--- config.mk ---
export PLATFORM = sky130hd
export DESIGN_NAME = multicycle_ctrl
export DESIGN_NICKNAME = d
export VERILOG_FILES = /design/src/rtl/mips_ctrl_pkg.sv /design/src/rtl/ctrl_out_decode.sv /design/src/rtl/multicycle_ctrl.sv
export SDC_FILE = /design/constraint.sdc
export NUM_CORES = 1
export LEC_CHECK = 0
export CELL_PAD_IN_SITES_DETAIL_PLACEMENT = 1
export CELL_PAD_IN_SITES_GLOBAL_PLACEMENT = 1
export CORE_ASPECT_RATIO = 0.7
export CORE_MARGIN = 4
export CORE_UTILIZATION = 24
export CTS_BUF_LIST = sky130_fd_sc_hd__clkbuf_4 sky130_fd_sc_hd__clkbuf_8
export CTS_CLUSTER_DIAMETER = 120
export DETAILED_ROUTE_END_ITERATION = 10
export PLACE_DENSITY = 0.8
export SLEW_MARGIN = 20
export SYNTH_ARGS = -nofsm -noshare
export SYNTH_HDL_FRONTEND = slang
export SYNTH_SLANG_ARGS = --single-unit
--- constraint.sdc ---
create_clock -name clk -period 1.5 [get_ports clk]
set_input_delay 0.3 -clock clk [delete_from_list [all_inputs] [get_ports clk]]
set_output_delay 0.3 -clock clk [all_outputs]
set_load 0.02 [all_outputs]
--- src/rtl/mips_ctrl_pkg.sv ---
// Shared encodings for the multicycle MIPS control unit: opcodes, FSM states,
// datapath mux/ALU select codes and the bundled control-output struct.
package mips_ctrl_pkg;

   localparam logic [5:0] OP_R    = 6'b000000;
   localparam logic [5:0] OP_LW   = 6'b100011;
   localparam logic [5:0] OP_SW   = 6'b101011;
   localparam logic [5:0] OP_BEQ  = 6'b000100;
   localparam logic [5:0] OP_BNE  = 6'b000101;
   localparam logic [5:0] OP_J    = 6'b000010;
   localparam logic [5:0] OP_ADDI = 6'b001000;
   localparam logic [5:0] OP_ORI  = 6'b001101;

   typedef enum logic [3:0] {
      ST_FETCH     = 4'd0,
      ST_DECODE    = 4'd1,
      ST_MEM_ADDR  = 4'd2,
      ST_MEM_READ  = 4'd3,
      ST_MEM_WB    = 4'd4,
      ST_MEM_WRITE = 4'd5,
      ST_R_EXEC    = 4'd6,
      ST_R_WB      = 4'd7,
      ST_BRANCH    = 4'd8,
      ST_JUMP      = 4'd9,
      ST_I_EXEC    = 4'd10,
      ST_I_WB      = 4'd11
   } state_e;

   localparam logic [1:0] SRCA_PC     = 2'd0;
   localparam logic [1:0] SRCA_RS     = 2'd1;
   localparam logic [1:0] SRCB_RT     = 2'd0;
   localparam logic [1:0] SRCB_FOUR   = 2'd1;
   localparam logic [1:0] SRCB_IMM    = 2'd2;
   localparam logic [1:0] SRCB_IMM_SH = 2'd3;
   localparam logic [1:0] PCSRC_ALU    = 2'd0;
   localparam logic [1:0] PCSRC_ALUOUT = 2'd1;
   localparam logic [1:0] PCSRC_JUMP   = 2'd2;
   localparam logic [1:0] ALU_ADD   = 2'b00;
   localparam logic [1:0] ALU_SUB   = 2'b01;
   localparam logic [1:0] ALU_FUNCT = 2'b10;
   localparam logic [1:0] ALU_OR    = 2'b11;

   typedef struct packed {
      logic       pc_write;
      logic       pc_write_cond;
      logic [1:0] pc_source;
      logic       mem_read;
      logic       mem_write;
      logic [3:0] be;
      logic       ir_write;
      logic       mem2reg;
      logic       reg_dst;
      logic       reg_write;
      logic       ext_op;
      logic [1:0] alu_src_a;
      logic [1:0] alu_src_b;
      logic [1:0] alu_ctrl_op;
      logic       instr_done;
      logic       illegal;
   } ctrl_t;

   function automatic logic is_legal(input logic [5:0] op);
      return op inside {OP_R, OP_LW, OP_SW, OP_BEQ, OP_BNE, OP_J, OP_ADDI, OP_ORI};
   endfunction

endpackage

--- src/rtl/ctrl_out_decode.sv ---
// Combinational control-output decoder: current state, opcode and effective
// memory-ready turn into the full set of datapath control signals.
module ctrl_out_decode
   import mips_ctrl_pkg::*;
(
   input  state_e      state_i,
   input  logic [5:0]  opcode_i,
   input  logic        ready_i,
   output ctrl_t       ctrl_o
);

   always_comb begin
      ctrl_o = '0;
      case (state_i)
         ST_FETCH: begin
            ctrl_o.mem_read    = 1'b1;
            ctrl_o.alu_src_a   = SRCA_PC;
            ctrl_o.alu_src_b   = SRCB_FOUR;
            ctrl_o.alu_ctrl_op = ALU_ADD;
            ctrl_o.pc_source   = PCSRC_ALU;
            // IR and PC only commit once the fetched word is actually there
            ctrl_o.ir_write    = ready_i;
            ctrl_o.pc_write    = ready_i;
         end
         ST_DECODE: begin
            ctrl_o.alu_src_a   = SRCA_PC;
            ctrl_o.alu_src_b   = SRCB_IMM_SH;
            ctrl_o.alu_ctrl_op = ALU_ADD;
            ctrl_o.ext_op      = 1'b1;
            ctrl_o.illegal     = !is_legal(opcode_i);
         end
         ST_MEM_ADDR: begin
            ctrl_o.alu_src_a   = SRCA_RS;
            ctrl_o.alu_src_b   = SRCB_IMM;
            ctrl_o.alu_ctrl_op = ALU_ADD;
            ctrl_o.ext_op      = 1'b1;
         end
         ST_MEM_READ: begin
            ctrl_o.mem_read = 1'b1;
         end
         ST_MEM_WB: begin
            ctrl_o.reg_write  = 1'b1;
            ctrl_o.mem2reg    = 1'b1;
            ctrl_o.instr_done = 1'b1;
         end
         ST_MEM_WRITE: begin
            ctrl_o.mem_write  = 1'b1;
            ctrl_o.instr_done = ready_i;
         end
         ST_R_EXEC: begin
            ctrl_o.alu_src_a   = SRCA_RS;
            ctrl_o.alu_src_b   = SRCB_RT;
            ctrl_o.alu_ctrl_op = ALU_FUNCT;
         end
         ST_R_WB: begin
            ctrl_o.reg_write  = 1'b1;
            ctrl_o.reg_dst    = 1'b1;
            ctrl_o.instr_done = 1'b1;
         end
         ST_BRANCH: begin
            ctrl_o.alu_src_a     = SRCA_RS;
            ctrl_o.alu_src_b     = SRCB_RT;
            ctrl_o.alu_ctrl_op   = ALU_SUB;
            ctrl_o.pc_write_cond = 1'b1;
            ctrl_o.pc_source     = PCSRC_ALUOUT;
            ctrl_o.instr_done    = 1'b1;
         end
         ST_JUMP: begin
            ctrl_o.pc_write   = 1'b1;
            ctrl_o.pc_source  = PCSRC_JUMP;
            ctrl_o.instr_done = 1'b1;
         end
         ST_I_EXEC: begin
            ctrl_o.alu_src_a = SRCA_RS;
            ctrl_o.alu_src_b = SRCB_IMM;
            if (opcode_i == OP_ORI) begin
               ctrl_o.ext_op      = 1'b0;
               ctrl_o.alu_ctrl_op = ALU_OR;
            end else begin
               ctrl_o.ext_op      = 1'b1;
               ctrl_o.alu_ctrl_op = ALU_ADD;
            end
         end
         ST_I_WB: begin
            ctrl_o.reg_write  = 1'b1;
            ctrl_o.instr_done = 1'b1;
         end
         default: ;
      endcase
      ctrl_o.be = (ctrl_o.mem_read || ctrl_o.mem_write) ? 4'hF : 4'h0;
   end

endmodule

--- src/rtl/multicycle_ctrl.sv ---
// Main control FSM of the multicycle MIPS datapath: holds the state register,
// sequences each instruction and drives every datapath control input.
module multicycle_ctrl
   import mips_ctrl_pkg::*;
#(
   parameter bit MEM_WAIT_EN = 1'b0
) (
   input  logic       clk,
   input  logic       rst,
   input  logic [5:0] opcode,
   input  logic       mem_ready,
   output logic       PCWrite,
   output logic       PCWriteCond,
   output logic [1:0] PCSource,
   output logic       MemRead,
   output logic       MemWrite,
   output logic [3:0] BE,
   output logic       IRWrite,
   output logic       Mem2Reg,
   output logic       RegDst,
   output logic       RegWrite,
   output logic       ExtOp,
   output logic [1:0] ALUSrcA,
   output logic [1:0] ALUSrcB,
   output logic [1:0] ALUCtrlOp,
   output logic       instr_done,
   output logic       illegal,
   output logic [3:0] state_dbg
);

   state_e state_q, state_d;
   ctrl_t  dec_ctrl, ctrl;
   logic   ready;

   assign ready = MEM_WAIT_EN ? mem_ready : 1'b1;

   always_ff @(posedge clk or negedge rst) begin
      if (!rst) state_q <= ST_FETCH;
      else      state_q <= state_d;
   end

   always_comb begin
      state_d = state_q;
      case (state_q)
         ST_FETCH:  if (ready) state_d = ST_DECODE;
         ST_DECODE: begin
            case (opcode)
               OP_LW, OP_SW:    state_d = ST_MEM_ADDR;
               OP_R:            state_d = ST_R_EXEC;
               OP_BEQ, OP_BNE:  state_d = ST_BRANCH;
               OP_J:            state_d = ST_JUMP;
               OP_ADDI, OP_ORI: state_d = ST_I_EXEC;
               default:         state_d = ST_FETCH;
            endcase
         end
         ST_MEM_ADDR: begin
            if (opcode == OP_SW)      state_d = ST_MEM_WRITE;
            else if (opcode == OP_LW) state_d = ST_MEM_READ;
            else                      state_d = ST_FETCH;
         end
         ST_MEM_READ:  if (ready) state_d = ST_MEM_WB;
         ST_MEM_WRITE: if (ready) state_d = ST_FETCH;
         ST_R_EXEC:    state_d = ST_R_WB;
         ST_I_EXEC:    state_d = ST_I_WB;
         default:      state_d = ST_FETCH;
      endcase
   end

   ctrl_out_decode u_dec (
      .state_i  (state_q),
      .opcode_i (opcode),
      .ready_i  (ready),
      .ctrl_o   (dec_ctrl)
   );

   // Reset masks outputs combinationally so no strobe survives rst falling
   assign ctrl      = rst ? dec_ctrl : '0;
   assign state_dbg = rst ? state_q : 4'd0;

   assign PCWrite     = ctrl.pc_write;
   assign PCWriteCond = ctrl.pc_write_cond;
   assign PCSource    = ctrl.pc_source;
   assign MemRead     = ctrl.mem_read;
   assign MemWrite    = ctrl.mem_write;
   assign BE          = ctrl.be;
   assign IRWrite     = ctrl.ir_write;
   assign Mem2Reg     = ctrl.mem2reg;
   assign RegDst      = ctrl.reg_dst;
   assign RegWrite    = ctrl.reg_write;
   assign ExtOp       = ctrl.ext_op;
   assign ALUSrcA     = ctrl.alu_src_a;
   assign ALUSrcB     = ctrl.alu_src_b;
   assign ALUCtrlOp   = ctrl.alu_ctrl_op;
   assign instr_done  = ctrl.instr_done;
   assign illegal     = ctrl.illegal;

endmodule
# After elaboration in Yosys (flattened, before gate mapping)
# Cells that the tools add are included.
dict set report classes {
  eq_ne 18
  muxes 22
  n_reduce_logical 13
}
# op count
set op_table {}
lappend op_table {{one-hot mux 5 bit (6 select lines)} 1}
lappend op_table {{one-hot mux 4 bit (6 select lines)} 1}
lappend op_table {{two-way mux 23 bit} 1}
lappend op_table {{one-hot mux 4 bit (5 select lines)} 1}
lappend op_table {{== test 4 x 3 -> 1 bit (second input constant)} 4}
lappend op_table {{== test 4 bit (second input constant)} 4}
lappend op_table {{== test 6 x 3 -> 1 bit (second input constant)} 2}
lappend op_table {{== test 6 x 4 -> 1 bit (second input constant)} 2}
lappend op_table {{== test 6 bit (second input constant)} 2}
lappend op_table {{OR reduction 2 bit} 6}
lappend op_table {{two-way mux 1 bit} 11}
lappend op_table {{== test 4 x 2 -> 1 bit (second input constant)} 2}
lappend op_table {{two-way mux 4 bit} 2}
lappend op_table {{nonzero test 8 bit} 1}
lappend op_table {{== test 6 x 2 -> 1 bit (second input constant)} 1}
lappend op_table {{zero test 6 bit} 1}
lappend op_table {{OR reduction 6 bit} 1}
lappend op_table {{== test 4 x 1 -> 1 bit (second input constant)} 1}
lappend op_table {{zero test 4 bit} 1}
lappend op_table {{two-way mux 2 bit} 2}
lappend op_table {{one-hot mux 2 bit (2 select lines)} 1}
lappend op_table {{two-way mux 3 bit} 1}
lappend op_table {{OR reduction 3 bit} 1}
lappend op_table {{one-hot mux 1 bit (2 select lines)} 1}
lappend op_table {{2 further kinds} 2}
dict set report word_totals {
  ff_bits 4
  in_bits 9
  out_inout_bits 27
  elab_cells 54
}

# Logic depth before layout (Yosys ltp)
# Gate-level depths: netlist (run 1).
dict set report depth {
  depth_word 6
  depth_mapped 5
  mapped_depth_nobuf 3
}

# Hierarchy
# A second synthesis (run 1) with hierarchy kept.
dict set report hier_totals {
  cells_unflattened 124
  area_unflattened_um2 892.1
}
# module instances cells_per_inst area_each_um2 seq_area_each_um2
set modules_own_cells {}
lappend modules_own_cells {multicycle_ctrl 1 72 548.0 100.1}
lappend modules_own_cells {ctrl_out_decode 1 52 344.1 0.0}

# Worst setup path after synthesis (run 1)
# OpenSTA, ideal clock, no wires.
dict set report synth_timing {
  path_kind {register -> output}
  start {register state_q[2]}
  end {output BE[1]}
  t_arrival_ns 1.726
  required_ns 1.200
  slack_ns -0.526
  stages_incl_launch_ff 6
  path_buffers 2
  path_cell_list {dfrtp_1 buf_2 nor2_1 nor2_1 a2111oi_2 buf_4}
}
dict set report synth_between {
  elab_chain_cells 6
  word_cells_on_any_way 9
  classes_between {eq/ne: 2; mux: 4; reduce/logical: 3}
}
# element line_no
set synth_rtl {}
lappend synth_rtl {{from (decl)} multicycle_ctrl.sv:31} ;# state_e state_q, state_d;
lappend synth_rtl {{from (signal assigned)} multicycle_ctrl.sv:39} ;# else state_q <= state_d;
lappend synth_rtl {{== test 4 x 2 -> 1 bit / zero test 4 bit (equally long branches)} ctrl_out_decode.sv:14} ;# case (state_i)
lappend synth_rtl {{OR reduction 2 bit (no source line)} -}
lappend synth_rtl {{two-way mux 1 bit} ctrl_out_decode.sv:14}
lappend synth_rtl {{logical OR 1 bit (*)} ctrl_out_decode.sv:90} ;# ctrl_o.be = (ctrl_o.mem_read || ctrl_o.mem_write) ? 4'hF : 4'h0;
lappend synth_rtl {{two-way mux 4 bit (*)} ctrl_out_decode.sv:90}
lappend synth_rtl {{two-way mux 23 bit (*)} multicycle_ctrl.sv:77} ;# assign ctrl = rst ? dec_ctrl : '0;
lappend synth_rtl {{to (decl)} multicycle_ctrl.sv:17} ;# output logic [3:0] BE,
# Every way passes the cells marked *; elsewhere a longest branch is shown, timed or not.

# Worst setup path in the final report (run 1)
dict set report layout_timing {
  start {register state_q[1]}
  end {output BE[0]}
}
# Same word-level chain as after synthesis.

==> results by group, run 1 <==
CTS
  • CTS buffer count: 3
  • Root buffer cell: clkbuf_8
  • Worst-Skew Late Latency: ~0.22 ns
  • # hold bufs at CTS: 0
  • Number of clock sinks seen by CTS: 4
  • CTS tree: built
  • Number of H-tree levels: 1
  • Clk slew on worst S/H paths: around 0.030 ns
  • Clock Path Buffers: 2

Final layout
  • Layout cells sized above 1: ~78%
  • Max reg flops: 4
  • Layout Nets: between 150 and 200
  • Synth-to-layout area growth: 155.6%
  • Top reg by flops: state_q
  • Biggest regs: state_q (4)
  • Diode count: 0

STA
  • Total Neg Setup Slack: -7.672 ns
  • Final setup margin: -0.4784 ns
  • Max Clock Skew: 0.006000 ns
  • Finish-stage setup viols: 25
  • Slew Limit Fails: 0
  • Period utilization: 131.9%
  • Fin. Hold Viols: 0
  • Max Fclk: about 510 MHz
  • Clock period minus worst slack: about 2.0 ns
  • Unrepaired setup endpoints after global routing: yes

Route
  • Vias: 1210
  • Post-Route WL: between 5 and 6 mm
  • ANT nets after route: 0
  • DRC: 0
  • Pre-antenna DRT Iters: 4
  • Initial DRC Count: between 40 and 50
  • Via density per instance: between 5 and 6
  • Avg WL per Cell: 24.82 um

Floorplan
  • Row count: 15
  • Core Box Area: approximately 2600 sq um
  • Die width: 72.12 um
  • Die area: 3813 sq um
  • Initial Util: between 20% and 30%
  • # IOs: 36
  • Chip height: approximately 53 um

Critical path
  • Crit. End Element: output port
  • Worst Path Max Fanout: 6
  • Worst R2R Path Depth: 6
  • Critical Path Sink: BE[0]
  • RR Startpoint: state_q[2]
  • CP Data Arrival Time: 1.68 ns
  • Critical path class: flop to output port
  • CP required: 1.20 ns
  • Setup crit start: state_q[1]
  • Capture point of the worst reg-to-reg path: state_q[1]
  • Flop2flop setup slack: 0 ns
  • Setup crit start kind: flop

Synthesis
  • Syn Nets: approximately 110
  • Synth cell count leaders: nor2_1 (13), nand2_1 (10), nand2b_1 (6)
  • Most common cell in the netlist: nor2_1
  • Ranking of synthesized cells by area: dfrtp_1 (14%), nor2_1 (7.1%), buf_4 (5.4%)
  • Area leader, netlist: dfrtp_1
  • Share of the synthesized area in the top cell type: between 10% and 20%
  • Top_reg_cell synth: dfrtp_1
  • Yosys warns: 0
  • Avg Inst Size Synth: 7.120 sq um
  • FF+latch count, synth: 4
  • Fraction of registers with async set/reset: between 90% and 100%
  • EDFF count, synth: 0
  • Post-synthesis sequential area ratio: approximately 14%
  • Syn Inst Count: 97
  • Mapped Area: approximately 690 sq um
  • Post-synthesis cell type count: between 40 and 50

Pwr
  • PwrDens: roughly 1100 nW/um^2
  • Static leakage: between 0.0007 and 0.0008 uW
  • Tot Pwr: 1868 uW
  • Peak VDD IR: between 600 and 700 uV

Place
  • DP HPWL: 2.583 mm
  • RePlAce Congestion: approximately 0.85
  • # port buffers: 33
  • Dpl ws: -1.017 ns

Global route
  • Gr usage total: about a quarter
  • Global route overflow: 0
  • First-pass GRT wire length: just under 7 mm
  • Initial antenna violation count: 0
  • Vias in the first global route: 1221
  • Pin count of the biggest net entering global routing: 10

Run status
  • Status: finished with violations
  • Failing checks: negative setup slack

Worst hold path
  • Worst hold path type: primary input to asynchronous set/reset pin

Run
  • Maxcap violations: 0
through the flow:
step,area (sq um),util (%),instances,hold WS [ns]
floorplan,763.2,-,97,0.004409
detailed placement,1360,52.13,193,0.7418
global route,1765,67.67,211,0.1842
CTS,1580,60.58,208,0.1737
global placement,1360,52.13,193,0.7191
finish,1765,67.67,211,0.1899
report_power, final:
part / switching, uW / leakage [uW] / internal (uW)
sequential: 45.1 / 0.0000490 / 131
combinational: 732 / 0.000686 / 725
clock: 63.2 / 0.0000216 / 172
what timing repair did:
item                                    CTS  global route
endpoints found under the setup margin   29            28
buffers inserted                         12             6
hold endpoints to repair                  0             0
gates resized for setup                 182            51
pin swaps                                 8             9
metal layers:
| metal | part of all wire (%) | wire [um] | up-vias | track usage, % |
|---|---|---|---|---|
| li1 | - | - | 507 | - |
| met4 | 5.3 | 276 | 0 | 9.063 |
| met2 | 48 | 2506 | 70 | 43.50 |
| met1 | 41 | 2156 | 608 | 28.28 |
| met5 | 0 | 0 | - | 0 |
| met3 | 5.7 | 299 | 25 | 4.554 |
kinds of logic after synthesis:
family                    Yosys count  synth area share (%)
xor gates and xnor gates            3                 3.805
AOI/OAI and AO/OA                  19                 23.37
DFF                                 4                 14.49
other                               1                0.5430
and+or+nand+nor                    57                 47.10
buffers and inverters              13                 10.69
worst max-delay path, stage by stage, from the launching register on:
cell	delay, ns
dfrtp_2	0.48
buf_4	0.19
nor2_2	0.12
nor2_1	0.09
a2111oi_4	0.34
buf_4	0.24
layout make-up:
| cell class | instances | area [sq um] |
|---|---|---|
| Fill cell | 282 | 843.3 |
| Tap cell | 34 | 42.54 |
| Inverter | 3 | 13.76 |
| Timing Repair Buffer | 87 | 785.8 |
| Sequential cell | 4 | 103.9 |
| Multi-Input combinational cell | 80 | 778.2 |
| Clock buffer | 3 | 41.29 |
placed cells by master, fill, tap and decap left out, types with 2 or more instances in the layout:
cell type,n
nor2_4,7
clkbuf_8,3
buf_6,33
nand2_1,6
nor2_1,3
nor3_4,2
nor3_1,2
buf_4,47
inv_1,2
nand2b_1,4
nand2_4,3
nor4b_1,2
dlygate4sd2_1,2
and2_4,3
a21oi_1,2
nand3_1,2
a211oi_2,3
nor2_2,4
clkdlybuf4s15_2,3
dfrtp_2,3
nor3_2,2
worst min path at each step:
stage          start          to  slack (ns)  depth (start not counted)
6_report         rst  state_q[1]        0.19                          2
5_1_grt          rst  state_q[1]        0.18                          2
4_1_cts          rst  state_q[1]        0.17                          2
3_5_place_dp     rst  state_q[1]        0.74                          2
3_3_place_gp     rst  state_q[1]        0.72                          2
2_1_floorplan    rst  state_q[0]       0.004                          0
No activity file was read; power rests on OpenSTA's default activity.
==> run 2: changes to the inputs <==
--- a/config.mk
+++ b/config.mk
@@ -5,14 +5,16 @@
 export SDC_FILE = /design/constraint.sdc
 export NUM_CORES = 1
 export LEC_CHECK = 0
+export ABC_AREA = 1
 export CELL_PAD_IN_SITES_DETAIL_PLACEMENT = 1
 export CELL_PAD_IN_SITES_GLOBAL_PLACEMENT = 1
 export CORE_ASPECT_RATIO = 0.7
 export CORE_MARGIN = 4
-export CORE_UTILIZATION = 24
+export CORE_UTILIZATION = 22
 export CTS_BUF_LIST = sky130_fd_sc_hd__clkbuf_4 sky130_fd_sc_hd__clkbuf_8
 export CTS_CLUSTER_DIAMETER = 120
 export DETAILED_ROUTE_END_ITERATION = 10
+export GPL_ROUTABILITY_DRIVEN = 0
 export PLACE_DENSITY = 0.8
 export SLEW_MARGIN = 20
 export SYNTH_ARGS = -nofsm -noshare
==> results by group, run 2 <==
Final layout
  • Max reg flops: 4 (unchanged)
  • Cell area after layout: 1438 sq um (was 1765 sq um)
  • Biggest regs: state_q (4) (unchanged)
  • Top reg by flops: state_q (unchanged)
  • Diode count: 0 (unchanged)
  • Synth-to-layout area growth: 112.8% (was 155.6%)
  • Layout Nets: 205 (was 188)
  • Final Non-Filler Cells: 230 (was 211)
  • Layout cells sized above 1: 57.22% (was 77.97%)
  • Commonest cells after routing, fill and taps aside: buf_4 (52), nand2_1 (25), inv_1 (15) (was buf_4 (47), buf_6 (33), nor2_4 (7))
  • Commonest non-fill, non-tap cell in the layout: buf_4 (unchanged)

Place
  • Placed cell count: 221 (was 193)
  • DP HPWL: 2.635 mm (was 2.583 mm)
  • # port buffers: 33 (unchanged)
  • Dpl ws: -0.8793 ns (was -1.017 ns)
  • Area after DPL: 1287 sq um (was 1360 sq um)

Critical path
  • Cell mode on critical path: nor2_4 (was buf_4)
  • Flop2flop setup slack: 0.10 ns (was 0 ns)
  • Crit path cell chain: nor2_4 > inv_2 > nor2_4 > nand4_1 > nor2_2 > buf_4 (was buf_4 > nor2_2 > nor2_1 > a2111oi_4 > buf_4)
  • Setup crit start: state_q[3] (was state_q[1])
  • Critical path class: flop to output port (unchanged)
  • Crit. End Element: output port (unchanged)
  • Worst R2R Path Depth: 8 (was 6)
  • Worst path max stage delay: 0.44 ns (was 0.48 ns)
  • CP Data Arrival Time: 1.47 ns (was 1.68 ns)
  • Slowest cell on crit path: dfrtp_2 (unchanged)
  • Critical path buffer and inverter count: 2 (unchanged)
  • Setup crit start kind: flop (unchanged)
  • CP required: 1.20 ns (about the same)
  • CP top delay family: simple AND/OR/NAND/NOR gates (was flip-flops)
  • RR Startpoint: state_q[1] (was state_q[2])
  • Capture point of the worst reg-to-reg path: state_q[3] (was state_q[1])
  • Worst Path Max Fanout: 4 (was 6)

Synthesis
  • Post-synthesis cell type count: 23 (was 42)
  • Adder-Cell Fraction of Synth Area: 0% (unchanged)
  • Post-synthesis sequential area ratio: 14.81% (was 14.49%)
  • Synth cell count leaders: nand2_1 (33), nor2_1 (20), inv_1 (18) (was nor2_1 (13), nand2_1 (10), nand2b_1 (6))
  • Area leader, netlist: nand2_1 (was dfrtp_1)
  • Syn Inst Count: 126 (was 97)
  • Syn Nets: 135 (was 106)
  • Avg Inst Size Synth: 5.362 sq um (was 7.120 sq um)
  • Share of the synthesized area in the top cell type: 18.33% (was 14.49%)
  • Mapped Area: 675.6 sq um (was 690.7 sq um)
  • Mux share of post-synthesis cell area: 0% (unchanged)
  • Most common cell in the netlist: nand2_1 (was nor2_1)
  • Top_reg_cell synth: dfrtp_1 (unchanged)
  • XOR/XNOR Fraction of Synth Area: 0% (was 3.804%)
  • EDFF count, synth: 0 (unchanged)
  • Fraction of registers with async set/reset: 100.0% (unchanged)
  • Largest family of logic cells by synthesized area: simple AND/OR/NAND/NOR gates (unchanged)
  • FF+latch count, synth: 4 (unchanged)
  • Yosys warns: 0 (unchanged)
  • Compound-cell area share of the yosys netlist: 12.22% (was 23.37%)
  • Ranking of synthesized cells by area: nand2_1 (18%), dfrtp_1 (15%), nor2_1 (11%) (was dfrtp_1 (14%), nor2_1 (7.1%), buf_4 (5.4%))
  • Synth Area in Simple Gates: 50.37% (was 47.10%)

Worst hold path
  • Worst hold path type: primary input to asynchronous set/reset pin (unchanged)

Run status
  • Status: finished with violations (unchanged)
  • Failing checks: negative setup slack (unchanged)

Floorplan
  • Row count: 16 (was 15)
  • Initial Util: 23.60% (was 26.47%)
  • # IOs: 36 (unchanged)
  • Die width: 74.24 um (was 72.12 um)
  • Core Box Area: 2863 sq um (was 2609 sq um)
  • Die area: 4036 sq um (was 3813 sq um)
  • Chip height: 54.37 um (was 52.88 um)

CTS
  • Clk slew on worst S/H paths: 0.03 ns (about the same)
  • Number of H-tree levels: 1 (unchanged)
  • Number of clock sinks seen by CTS: 4 (unchanged)
  • Worst-Skew Late Latency: 0.21 ns (was 0.22 ns)
  • CTS tree: built (unchanged)
  • Root buffer cell: clkbuf_8 (unchanged)
  • Clock Path Buffers: 2 (unchanged)
  • CTS buffer count: 3 (unchanged)

Pwr
  • PwrDens: 1073 nW/um^2 (was 1058 nW/um^2)
  • Tot Pwr: 1542 uW (was 1868 uW)
  • Peak VDD IR: 335.2 uV (was 653.1 uV)
  • Static leakage: 0.0007786 uW (was 0.0007562 uW)

Run
  • Maxcap violations: 0 (unchanged)

STA
  • Fin. Hold Viols: 0 (unchanged)
  • Finish-stage setup viols: 22 (was 25)
  • Max Fclk: 566.3 MHz (was 505.5 MHz)
  • Total Neg Setup Slack: -4.509 ns (was -7.672 ns)
  • Clock period minus worst slack: 1.766 ns (was 1.978 ns)
  • Slew Limit Fails: 0 (unchanged)
  • Max Clock Skew: 0.0009240 ns (was 0.006000 ns)
  • Final setup margin: -0.2658 ns (was -0.4784 ns)
  • Period utilization: 117.7% (was 131.9%)
  • Unrepaired setup endpoints after global routing: yes (unchanged)

Route
  • Vias: 1080 (was 1210)
  • Initial DRC Count: 55 (was 44)
  • Post-Route WL: 3.918 mm (was 5.237 mm)
  • ANT nets after route: 0 (unchanged)
  • Via density per instance: 4.696 (was 5.735)
  • Avg WL per Cell: 17.03 um (was 24.82 um)
  • Pre-antenna DRT Iters: 4 (unchanged)
  • DRC: 0 (unchanged)

Global route
  • First-pass GRT wire length: 5.740 mm (was 6.796 mm)
  • Vias in the first global route: 1167 (was 1221)
  • Pin count of the biggest net entering global routing: 9 (was 10)
  • Global route overflow: 0 (unchanged)
  • Initial antenna violation count: 0 (unchanged)
  • Gr usage total: 19.21% (was 24.08%)
## run 2: worst max path at each step
stage                   end  slack [ns]  cells after the start
2_1_floorplan         BE[1]       -0.03                      4
3_3_place_gp   ALUCtrlOp[1]       -0.81                      6
3_5_place_dp        illegal       -0.88                      8
4_1_cts               BE[0]       -0.24                      5
5_1_grt             PCWrite       -0.33                      7
6_report            illegal       -0.27                      6
## run 2: cell type report
| cell class | instances | area, sq um |
|---|---|---|
| clock buffers | 3 | 41.29 |
| fillers | 390 | 1425 |
| inverters | 25 | 95.09 |
| multi-input cells | 89 | 561.8 |
| flip-flops and latches | 4 | 105.1 |
| well taps | 36 | 45.04 |
| repair buffers | 73 | 589.3 |
## run 2: logic make-up after synthesis
family | count (synthesis)
AOI/OAI and AO/OA | 14
buffers and inverters | 33
DFF | 4
other | 1
and+or+nand+nor | 74
## run 2: where the power goes
part | switching [uW] | internal [uW] | leakage, uW
Clock | 53.4 | 171 | 0.0000216
Combinational | 602 | 523 | 0.000710
Sequential | 60.4 | 132 | 0.0000474
Total | 716 | 826 | 0.000779
## run 2: tightest hold or removal path: stages
cell and delay [ns]:
dlygate4sd2_1 0.23, buf_4 0.18, buf_4 0.15
## run 2: repair_timing
item,in CTS,in global routing
hold buffers,0,0
buffers inserted,3,3
endpoints found under the setup margin,26,26
resized for setup,155,20
pin swaps,7,5
## run 2: metal layers
metal,GRT usage (%),share of wire [%],wire length [um],vias to the layer above
met5,0,0,0,-
met4,7.396,3.2,127,0
met3,2.385,6.2,243,12
met2,34.26,47,1850,46
met1,23.87,43,1697,500
li1,-,-,-,522
## run 2: per-stage QoR
stage / hold slack, ns / util (%)
final: 0.3246 / 50.22
after global placement: 0.7163 / 44.97
after global routing: 0.3646 / 50.22
after floorplan: 0.004409 / -
after detailed placement: 0.7874 / 44.97
after CTS: 0.3238 / 48.12
